File: src/rtl/seg7_scan.sv
// rtl/seg7_scan.sv - multiplexed 3-digit seven-segment scan driver
//
// Purpose: snapshots three BCD digits once per scan frame and time-multiplexes
// them onto a shared active-low segment bus with per-digit active-low enables.
// Each digit slot opens with a dark gap that suppresses ghosting. Optional
// leading-zero blanking is provided, and invalid codes are shown as a dash.
//
// Ports:
//   clk        - single clock, all logic on posedge
//   reset      - synchronous active-low reset
//   enable     - 1 = scan runs, 0 = scan frozen and display dark
//   blank_lz   - 1 = blank leading zeros (hundreds, then tens)
//   bcd0..2    - ones / tens / hundreds BCD digits
//   seg        - segments {g,f,e,d,c,b,a}, active-low, registered
//   an         - digit enables, active-low, an[i] drives digit i, registered
//   frame_tick - one-cycle pulse following each snapshot edge

module seg7_scan #(
    parameter int SCAN_DIV   = 50000,
    parameter int GAP_CYCLES = 500
) (
    input  logic       clk,
    input  logic       reset,
    input  logic       enable,
    input  logic       blank_lz,
    input  logic [3:0] bcd0,
    input  logic [3:0] bcd1,
    input  logic [3:0] bcd2,
    output logic [6:0] seg,
    output logic [2:0] an,
    output logic       frame_tick
);

    localparam int            CW   = $clog2(SCAN_DIV);
    localparam logic [CW-1:0] LAST = CW'(SCAN_DIV - 1);
    localparam logic [CW-1:0] GAP  = CW'(GAP_CYCLES);
    localparam logic [6:0]    OFF  = 7'h7F;

    logic [CW-1:0] cnt_q, cnt_d;
    logic [1:0]    idx_q, idx_d;
    logic [3:0]    snap0_q, snap0_d;
    logic [3:0]    snap1_q, snap1_d;
    logic [3:0]    snap2_q, snap2_d;
    logic [2:0]    an_q, an_d;
    logic [6:0]    seg_q, seg_d;
    logic          frame_tick_q, frame_tick_d;

    logic [3:0]    cur_code;
    logic          cur_blank;
    logic          cur_valid;

    function automatic logic [6:0] decode(input logic [3:0] code);
        logic [6:0] s;
        case (code)
            4'd0:    s = 7'h40;
            4'd1:    s = 7'h79;
            4'd2:    s = 7'h24;
            4'd3:    s = 7'h30;
            4'd4:    s = 7'h19;
            4'd5:    s = 7'h12;
            4'd6:    s = 7'h02;
            4'd7:    s = 7'h78;
            4'd8:    s = 7'h00;
            4'd9:    s = 7'h10;
            default: s = 7'h3F;
        endcase
        return s;
    endfunction

    // Digit currently being scanned, taken from the frame snapshot so a
    // mid-frame input change cannot tear the display.
    always_comb begin
        cur_code  = 4'd0;
        cur_valid = 1'b1;
        cur_blank = 1'b0;
        case (idx_q)
            2'd0: cur_code = snap0_q;
            2'd1: begin
                cur_code  = snap1_q;
                cur_blank = blank_lz && (snap2_q == 4'd0) && (snap1_q == 4'd0);
            end
            2'd2: begin
                cur_code  = snap2_q;
                cur_blank = blank_lz && (snap2_q == 4'd0);
            end
            default: cur_valid = 1'b0;
        endcase
    end

    always_comb begin
        cnt_d        = cnt_q;
        idx_d        = idx_q;
        snap0_d      = snap0_q;
        snap1_d      = snap1_q;
        snap2_d      = snap2_q;
        an_d         = 3'b111;
        seg_d        = OFF;
        frame_tick_d = 1'b0;

        if (enable) begin
            if (cnt_q == LAST) begin
                cnt_d = '0;
                idx_d = (idx_q == 2'd2) ? 2'd0 : idx_q + 2'd1;
            end else begin
                cnt_d = cnt_q + CW'(1);
            end

            if ((cnt_q == '0) && (idx_q == 2'd0)) begin
                snap0_d      = bcd0;
                snap1_d      = bcd1;
                snap2_d      = bcd2;
                frame_tick_d = 1'b1;
            end

            // Active phase; a blanked digit stays dark like the gap.
            if ((cnt_q >= GAP) && cur_valid && !cur_blank) begin
                an_d  = ~(3'b001 << idx_q);
                seg_d = decode(cur_code);
            end
        end
    end

    always_ff @(posedge clk) begin
        if (!reset) begin
            cnt_q        <= '0;
            idx_q        <= 2'd0;
            snap0_q      <= 4'd0;
            snap1_q      <= 4'd0;
            snap2_q      <= 4'd0;
            an_q         <= 3'b111;
            seg_q        <= OFF;
            frame_tick_q <= 1'b0;
        end else begin
            cnt_q        <= cnt_d;
            idx_q        <= idx_d;
            snap0_q      <= snap0_d;
            snap1_q      <= snap1_d;
            snap2_q      <= snap2_d;
            an_q         <= an_d;
            seg_q        <= seg_d;
            frame_tick_q <= frame_tick_d;
        end
    end

    assign seg        = seg_q;
    assign an         = an_q;
    assign frame_tick = frame_tick_q;

endmodule

File: config.mk
export PLATFORM = sky130hd
export DESIGN_NAME = seg7_scan
export DESIGN_NICKNAME = d
export VERILOG_FILES = /design/src/rtl/seg7_scan.sv
export SDC_FILE = /design/constraint.sdc
export NUM_CORES = 1
export LEC_CHECK = 0
export CAP_MARGIN = 10
export CORE_ASPECT_RATIO = 1.75
export CORE_MARGIN = 5
export CORE_UTILIZATION = 65
export DETAILED_ROUTE_END_ITERATION = 12
export DONT_BUFFER_PORTS = 1
export PLACE_DENSITY = 0.84
export SYNTH_ARGS = -nofsm -noshare
export SYNTH_HDL_FRONTEND = slang
export SYNTH_SLANG_ARGS = --single-unit
export TNS_END_PERCENT = 10
File: constraint.sdc
create_clock -name clk -period 4.81 [get_ports clk]
set_clock_uncertainty 0.1 [all_clocks]
set_input_delay 0.7215 -clock clk [delete_from_list [all_inputs] [get_ports clk]]
set_output_delay 0.7215 -clock clk [all_outputs]
set_load 0.01 [all_outputs]
==> results summary, run 1 <==
The flow ran to the end, and the final reports show no timing, DRC or antenna violations. The worst-case IR drop observed on VDD is between 0.0004 and 0.0005 V. The length in cells of the worst reg-to-reg path is 6. The wire length per cell is ~17 µm. The mean number of vias per cell is 6.606. The min-delay analysis places its worst path in the category reg2reg.

After global routing the overflow that remains totals 0. In the final layout, the share of cells above drive strength 1 is 0.08407. The worst-path maximum fanout is 6. The layout has between 200 and 250 filler cells.

Sorting the synthesized cells by area gives the leading types as sky130_fd_sc_hd__dfxtp_1 (41%), sky130_fd_sc_hd__ha_1 (8.2%), sky130_fd_sc_hd__a21oi_1 (4.3%). The count of instances resized after the clock tree is built came out at 0. For this run, design rule violations remaining after detail routing come to 0.

The startpoint type of the worst setup path is a flop. The clock passes through at most 2 buffers. The max-capacitance violation count is 0.

The initial antenna violation count is 0. In this run the tool buffered the top-level ports with 0 buffer cells. In this run the clock root is driven by a sky130_fd_sc_hd__clkbuf_8.

The number of nets in the layout is about 250. Setup repair after global routing left no endpoint under its margin. The cell area power density came out at roughly 350 nW/µm². The count of vias placed by the detailed router came out at 1678. The number of detailed-routing iterations run before antenna repair came out at 4. Counting instances, the worst hold path has a depth of 2. Once detail routing completed, the nets flagged for antenna violations numbered 0.

The summed negative setup slack over all endpoints came out at 0 ps. The global-route usage over all layers came out at 0.2232. The post-synthesis sequential area ratio is 0.4128. Leaving out filler cells and counting taps, the final layout contains roughly 250. The die is between 80 and 90 µm tall. Walking the worst path, the cells encountered are inv_1 > ha_1 > a222oi_1 > a211oi_1 > nor2_2 > nand4_1.

The largest net degree at the start of global routing came out at 17. The count of state elements after synthesis came out at 41. The first global-routing pass estimated 7.272 mm of wire.

met2 is the most crowded layer. The count of pins on the block boundary came out at 27. The max-slew headroom at the worst pin is 0.3709. The endpoint type of the worst setup path is a flop. For this design, the CTS-stage hold fixing added 0 buffers. The final critical-path share of the clock period came out at 0.5088. The number of buffers created by CTS came out at 5. Summing every instance area after synthesis gives roughly 2000 µm². In the synthesized netlist, the number of instances is about 230. The via count of the first global-routing pass came out at about 1.7k. The final-report setup violation count came out at 0. The relative area change from synthesis to final layout came out at 6.104%. The critical path's largest stage delay came out at 870 ps. The data arrival time of the worst path came out at around 2500 ps. Routability-driven placement finished with a final weighted congestion of ~0.92. The initial core utilization is 0.6791. The biggest area contributor in the post-synthesis netlist is sky130_fd_sc_hd__dfxtp_1. The number of buffers and inverters on the critical path is 1. The number of placed cells counting well taps is approximately 250. The full die area is approximately 4300 µm². For this run, the number of Yosys warnings is 0. The tree built by TritonCTS fans out to 41 sinks. The H-tree depth came out at 2.

The clock edge transition at the registers on the reported setup and hold paths is 80 ps. The final critical path time including I/O delays and setup is between 2000 and 2500 ps. The post-CTS setup buffer count came out at 0. Summed over all layers, the routed wires come to between 4 and 5 mm.

The repair_antennas step left the layout with diodes totalling 0. The met2 demand-to-capacity share in global routing came out at 0.4037. The synthesized net count is about 260. The worst setup path is of the reg2reg kind. The number of DRC violations after detailed-routing iteration 0 came out at 77. The floorplan has 26 rows.

The maximum clock frequency is between 0.4 and 0.5 GHz. The final-report max-slew violation count was 0. The cell family contributing the most delay on the critical path is compound AO/OA/AOI/OAI gates. The leakage power of the design is between 0.7 and 0.8 nW. The met3 usage is 0.05556. The worst-margin pin slew came out at 943.6 ps. The half-perimeter wire length of the detailed placement result came out at between 3 and 4 mm. The critical path depth is 6. The cell at the slowest stage of the critical path is sky130_fd_sc_hd__a222oi_1.

The die outline width came out at just over 50 µm. The fraction of post-synthesis cell area in the top cell type by area is 0.4128. In this run the mean area of a mapped cell was between 8 and 9 µm². In the global route stage, met1 resource usage came out at 0.1932. At the later pin of the worst-skew pair, clock insertion delay measures approximately 300 ps. The standard cell core area is about 3000 µm². The number of library cell types mapped by synthesis is 36.

The required time reported for the critical path endpoint came out at around 5000 ps. The final hold violation count came out at 0. TritonCTS built the clock tree.
-- through the flow --
step	cell area [µm²]	setup WS (ps)	util	hold WS (ps)	power [mW]
after global routing	2110	2203	0.7205	418.6	0.7668
final	2110	2363	0.7205	404.6	0.7408
after detailed placement	1976	2420	0.6748	388.4	0.4235
after global placement	1976	2567	0.6748	379.0	0.4200
after floorplan	1988	2653	-	349.0	0.4106
after CTS	2110	2397	0.7205	396.2	0.7458
-- routing by layer --
metal | part of all wire | vias to the layer above
met4 | 0.070 | 0
met5 | 0 | -
met3 | 0.047 | 27
met1 | 0.33 | 782
li1 | - | 805
met2 | 0.55 | 64
-- worst reg2reg max path, stage by stage, from the launching register on --
cell and delay (ps):
sky130_fd_sc_hd__dfxtp_1 410, sky130_fd_sc_hd__inv_1 110, sky130_fd_sc_hd__ha_1 280, sky130_fd_sc_hd__a222oi_1 870, sky130_fd_sc_hd__a211oi_1 240, sky130_fd_sc_hd__nor2_2 200, sky130_fd_sc_hd__nand4_1 110
-- placed cells by master, fill, tap and decap left out, drive strengths merged --
master,instances
a211oi,2
a21o,2
a21oi,18
a222oi,4
and2,2
and3,4
and4,3
bufinv,2
clkbuf,5
clkinv,1
dfxtp,41
ha,13
inv,8
mux2,1
mux2i,3
nand2,17
nand2b,1
nand3,17
nand3b,1
nand4,12
nor2,22
nor3,4
nor3b,1
nor4,5
nor4bb,1
o21ai,18
o311a,1
or2,2
or3,2
xnor2,7
xor2,6
-- final cells by class --
| cell class | count | area (µm²) | share of cell area |
|---|---|---|---|
| well taps | 28 | 35.03 | 0.01661 |
| clock buffers | 5 | 68.82 | 0.03262 |
| flip-flops and latches | 41 | 820.8 | 0.3891 |
| multi-input cells | 169 | 1090 | 0.5166 |
| clock inverters | 3 | 65.06 | 0.03084 |
| inverters | 8 | 30.03 | 0.01423 |
-- cells in the mapped netlist, drive strengths merged --
cell type   n
nor3b       1
nor3        4
xor2        6
ha         13
mux2i       3
nand2      17
xnor2       7
nor2       22
mux2        1
or3         2
a21o        2
and3        4
and2        2
o311a       1
clkbuf      6
and4        3
nand3b      1
a222oi      4
or2         2
nor4bb      1
a211oi      2
dfxtp      41
nor4        5
nand4      12
nand3      17
o21ai      18
a21oi      18
buf         5
nand2b      1
inv         8
-- registers in the layout, summed over array words and instances, names as in the netlist --
| name | cells |
|---|---|
| frame_tick | 1 |
| snap2_q | 4 |
| an | 3 |
| seg | 7 |
| snap1_q | 4 |
| idx_q | 2 |
| snap0_q | 4 |
| cnt_q | 16 |
-- where the power goes --
group | switching, mW | total, mW | internal, mW
combinational | 0.0338 | 0.0573 | 0.0235
clock | 0.118 | 0.324 | 0.206
sequential | 0.00980 | 0.359 | 0.349
-- worst paths after layout --
path	to	start	slack, ps
setup reg to reg	seg[0]	idx_q[0]	2360
hold / removal	snap0_q[3]	snap0_q[3]	400
setup / recovery	seg[0]	idx_q[0]	2360
hold reg to reg	snap0_q[3]	snap0_q[3]	400
-- logic make-up (layout without fill, tap and decap cells) --
family | Yosys count | count (layout) | synth area share
simple gates | 94 | 94 | 0.2480
compound gates | 45 | 45 | 0.1385
xor+xnor | 13 | 13 | 0.05727
fa+ha+maj | 13 | 13 | 0.08181
flops | 41 | 41 | 0.4128
buf+inv | 19 | 16 | 0.03902
mux | 4 | 4 | 0.02265
No activity file was read; power rests on OpenSTA's default activity.
==> run 2, diff against run 1 <==
--- a/config.mk
+++ b/config.mk
@@ -8,10 +8,10 @@
 export CAP_MARGIN = 10
 export CORE_ASPECT_RATIO = 1.75
 export CORE_MARGIN = 5
-export CORE_UTILIZATION = 65
+export CORE_UTILIZATION = 56
 export DETAILED_ROUTE_END_ITERATION = 12
 export DONT_BUFFER_PORTS = 1
-export PLACE_DENSITY = 0.84
+export PLACE_DENSITY = 0.77
 export SYNTH_ARGS = -nofsm -noshare
 export SYNTH_HDL_FRONTEND = slang
 export SYNTH_SLANG_ARGS = --single-unit
==> constraint.sdc (replaced) <==
create_clock -name clk -period 2.2 [get_ports clk]
set_clock_uncertainty 0.1 [all_clocks]
set_input_delay 0.33 -clock clk [delete_from_list [all_inputs] [get_ports clk]]
set_output_delay 0.33 -clock clk [all_outputs]
set_load 0.01 [all_outputs]
==> run 2 against run 1 <==
  * Critical path depth grew 3
  * Critical endpoint is now seg[6]
  * Critical path type unchanged
  * Combinational power grew to 2.8 times the previous value
  * Flip-flop and latch count unchanged
  * Sequential share of layout area decreased by 3.2 points
  * Design area grew 10%
  * Utilization is 3.8 points lower
  * Non-clock buffer count increased by 21
  * Sequential power is 120% higher
  * Via count up 1.4%
  * First-iteration DRC count is 21% lower
==> results summary, run 2 (synthesis gave the netlist of run 1 again) <==
The most common cell after layout, fill and taps aside was sky130_fd_sc_hd__dfxtp_1 (unchanged). The max-capacitance violation count was 0 (unchanged). The startpoint type of the worst setup path is a flop (unchanged). The initial antenna violation count came to 0 (unchanged). The required time reported for the critical path endpoint came out at 2270 ps (was 4880 ps).

The beginning of the worst hold path was bcd1[0] (was snap0_q[3]). The number of placement rows was 28 (was 26). The length in cells of the worst reg-to-reg path is 9 (was 6).

The global-route wire length before repair came out at 7.659 mm (was 7.272 mm). The number of buffers between clock root and the deepest sink came out at 2 (unchanged). The cell area power density is 673.5 nW/µm² (was 351.2 nW/µm²). The clock edge transition at the registers on the reported setup and hold paths is 70 ps (was 80 ps).

The diode insertion count for antenna repair is 0 (unchanged). The number of buffers created by CTS came out at 5 (unchanged). The peak ir drop on the vdd network is 0.0005065 V (was 0.0004308 V). The global placer's final weighted congestion is 0.8231 (was 0.9204).

The final critical path time including I/O delays and setup came to 2114 ps (was 2447 ps). The final hold violation count is 0 (unchanged). The critical path's largest stage delay came to 390 ps (was 870 ps). The data arrival time of the worst path is 2190 ps (was 2510 ps). The leakage power of the design is 0.8854 nW (was 0.7942 nW).

The number of sinks on the clock net is 41 (unchanged). The worst hold path class is in2reg (was reg2reg). The endpoint with the worst hold slack is snap1_q[0] (was snap0_q[3]). The total congestion overflow came to 0 (unchanged). The number of remaining DRC errors came out at 0 (unchanged). The mean number of vias per cell is 5.829 (was 6.606).

The relative area change from synthesis to final layout came out at 16.74% (was 6.104%). The final wirelength came out at 4.615 mm (was 4.367 mm). The final-report setup violation count came out at 0 (unchanged).

The final non-filler cell area is 2321 µm² (was 2110 µm²). The max-slew headroom at the worst pin is 0.6459 (was 0.3709). The final cell count without fillers came out at 292 (was 254).

The number of port buffers is 0 (unchanged). The final cell utilization of the core is 0.6830 (was 0.7205). The kind of critical path is reg2reg (unchanged). The standard cell core area came out at 3398 µm² (was 2928 µm²). The number of routed nets with antenna violations is 0 (unchanged). The die outline width came out at 55.04 µm (was 51.81 µm). The fraction of final layout cells sized beyond drive strength 1 is 0.1984 (was 0.08407). The maximum clock frequency is 0.4729 GHz (was 0.4086 GHz). The number of detailed-routing iterations run before antenna repair is 6 (was 4).

The summed negative setup slack over all endpoints is 0 ps (unchanged). The final critical-path share of the clock period came out at 0.9611 (was 0.5088). The first element of the critical path is idx_q[0] (unchanged). The full die area is 4889 µm² (was 4308 µm²). The capture instance of the worst register-to-register path is seg[6] (was seg[0]).

The endpoint type of the worst setup path was a flop (unchanged). The H-tree depth came out at 2 (unchanged). The largest net degree at the start of global routing came out at 17 (unchanged). The wire length per cell came out at 15.80 µm (was 17.19 µm).

The number of flip-flops under the largest register name came out at 16 (unchanged). The worst-margin pin slew is 531.1 ps (was 943.6 ps). The count of vias placed by the detailed router is 1702 (was 1678). The final-report max-slew violation count was 0 (unchanged).

The count of pins on the block boundary is 27 (unchanged). The register with the highest flop count was cnt_q (unchanged). The number of fill cells in the layout came out at 295 (was 230). The half-perimeter wire length of the detailed placement result came to 3.418 mm (was 3.391 mm). Series of cell instances along the critical path: buf_6 > ha_4 > a222oi_1 > or2_4 > inv_2 > ha_2 > mux2_4 > a21oi_2 > nand2_1 (was inv_1 > ha_1 > a222oi_1 > a211oi_1 > nor2_2 > nand4_1).

The worst-path maximum fanout came out at 5 (was 6). The via count of the first global-routing pass came out at 1696 (was 1651). The root cell of the clock tree was sky130_fd_sc_hd__clkbuf_8 (unchanged). Outcome: completed (unchanged). The number of DRC violations after detailed-routing iteration 0 came to 61 (was 77). The source-to-sink clock delay at the later pin of the worst-skew pair is 300 ps (about the same). The reg-to-reg setup timing slack is 90 ps (was 2360 ps). The cell at the slowest stage of the critical path is sky130_fd_sc_hd__a222oi_1 (unchanged).

The clock tree from TritonCTS was yes (unchanged). The overall power came to 1.563 mW (was 0.7408 mW). The initial core utilization came out at 0.5851 (was 0.6791). The cell count of the worst hold path came out at 2 (unchanged). The origin of the critical flop-to-flop path is idx_q[0] (unchanged).

The global-route usage over all layers is 0.2196 (was 0.2232). The die height came out at 88.82 µm (was 83.16 µm). Highest-count cells in the layout ignoring fill and taps: sky130_fd_sc_hd__dfxtp_1 (39), sky130_fd_sc_hd__nor2_1 (21), sky130_fd_sc_hd__buf_4 (20) (was sky130_fd_sc_hd__dfxtp_1 (41), sky130_fd_sc_hd__nor2_1 (21)). The number of placed cells counting well taps is 279 (was 246). The number of nets in the layout came out at 275 (was 254). The instance area at placement was 2117 µm² (was 1976 µm²).
## run 2: cell types whose count changed in the layout (fill, tap and decap cells not counted), moves of 2 or more
cell | previous run | this run
sky130_fd_sc_hd__dfxtp_4 | 0 | 2
sky130_fd_sc_hd__inv_1 | 8 | 5
sky130_fd_sc_hd__buf_4 | 0 | 20
sky130_fd_sc_hd__ha_2 | 0 | 2
sky130_fd_sc_hd__inv_2 | 0 | 3
sky130_fd_sc_hd__dfxtp_1 | 41 | 39
sky130_fd_sc_hd__ha_4 | 0 | 2
sky130_fd_sc_hd__ha_1 | 13 | 9
## run 2: where the power goes
| part | switching, mW | internal [mW] |
|---|---|---|
| combinational | 0.0831 | 0.0765 |
| sequential | 0.0196 | 0.761 |
| clock | 0.253 | 0.370 |
| total | 0.356 | 1.21 |
## run 2: repair_timing
item / in CTS / in global routing
resized for setup: 4 / 13
hold buffers: 0 / 0
pin swaps: 1 / 4
buffers inserted: 4 / 2
endpoints found under the setup margin: 1 / 7
endpoints found under the hold margin: 0 / 0
## run 2: routing by layer
layer,share of wire,track usage
met1,0.35,0.2100
met2,0.54,0.3847
met3,0.055,0.05228
met4,0.058,0.1615
met5,0,0
## run 2: cell type report
type	instances	area [µm²]	share of cell area
Sequential cell	41	828.3	0.3569
Tap cell	45	56.30	0.02426
Inverter	8	30.03	0.01294
Multi-Input combinational cell	169	1129	0.4863
Clock buffer	7	86.33	0.03720
Clock inverter	1	30.03	0.01294
Timing Repair Buffer	21	161.4	0.06954
## run 2: through the flow
step | hold WS, ps | worst slack (ps)
2_1_floorplan | 349.0 | 42.71
3_3_place_gp | 374.3 | 39.97
3_5_place_dp | 381.2 | -14.04
4_1_cts | 73.35 | 13.37
5_1_grt | 74.60 | -5.236
6_report | 75.26 | 85.58
## run 2: worst max-delay path by stage
stage	endpoint	slack, ps	cells past startpoint
2_1_floorplan	seg[6]	40	6
3_3_place_gp	seg[6]	40	9
3_5_place_dp	seg[6]	-10	9
4_1_cts	seg[6]	10	9
5_1_grt	seg[4]	-5	9
6_report	seg[6]	90	9
## run 2: critical path: cells and delay by family (launching register included)
kind / cells / cell delay, ps
compound gates: 2 / 510
flops: 1 / 360
fa+ha+maj: 2 / 340
mux: 1 / 270
simple gates: 2 / 250
buf+inv: 2 / 160
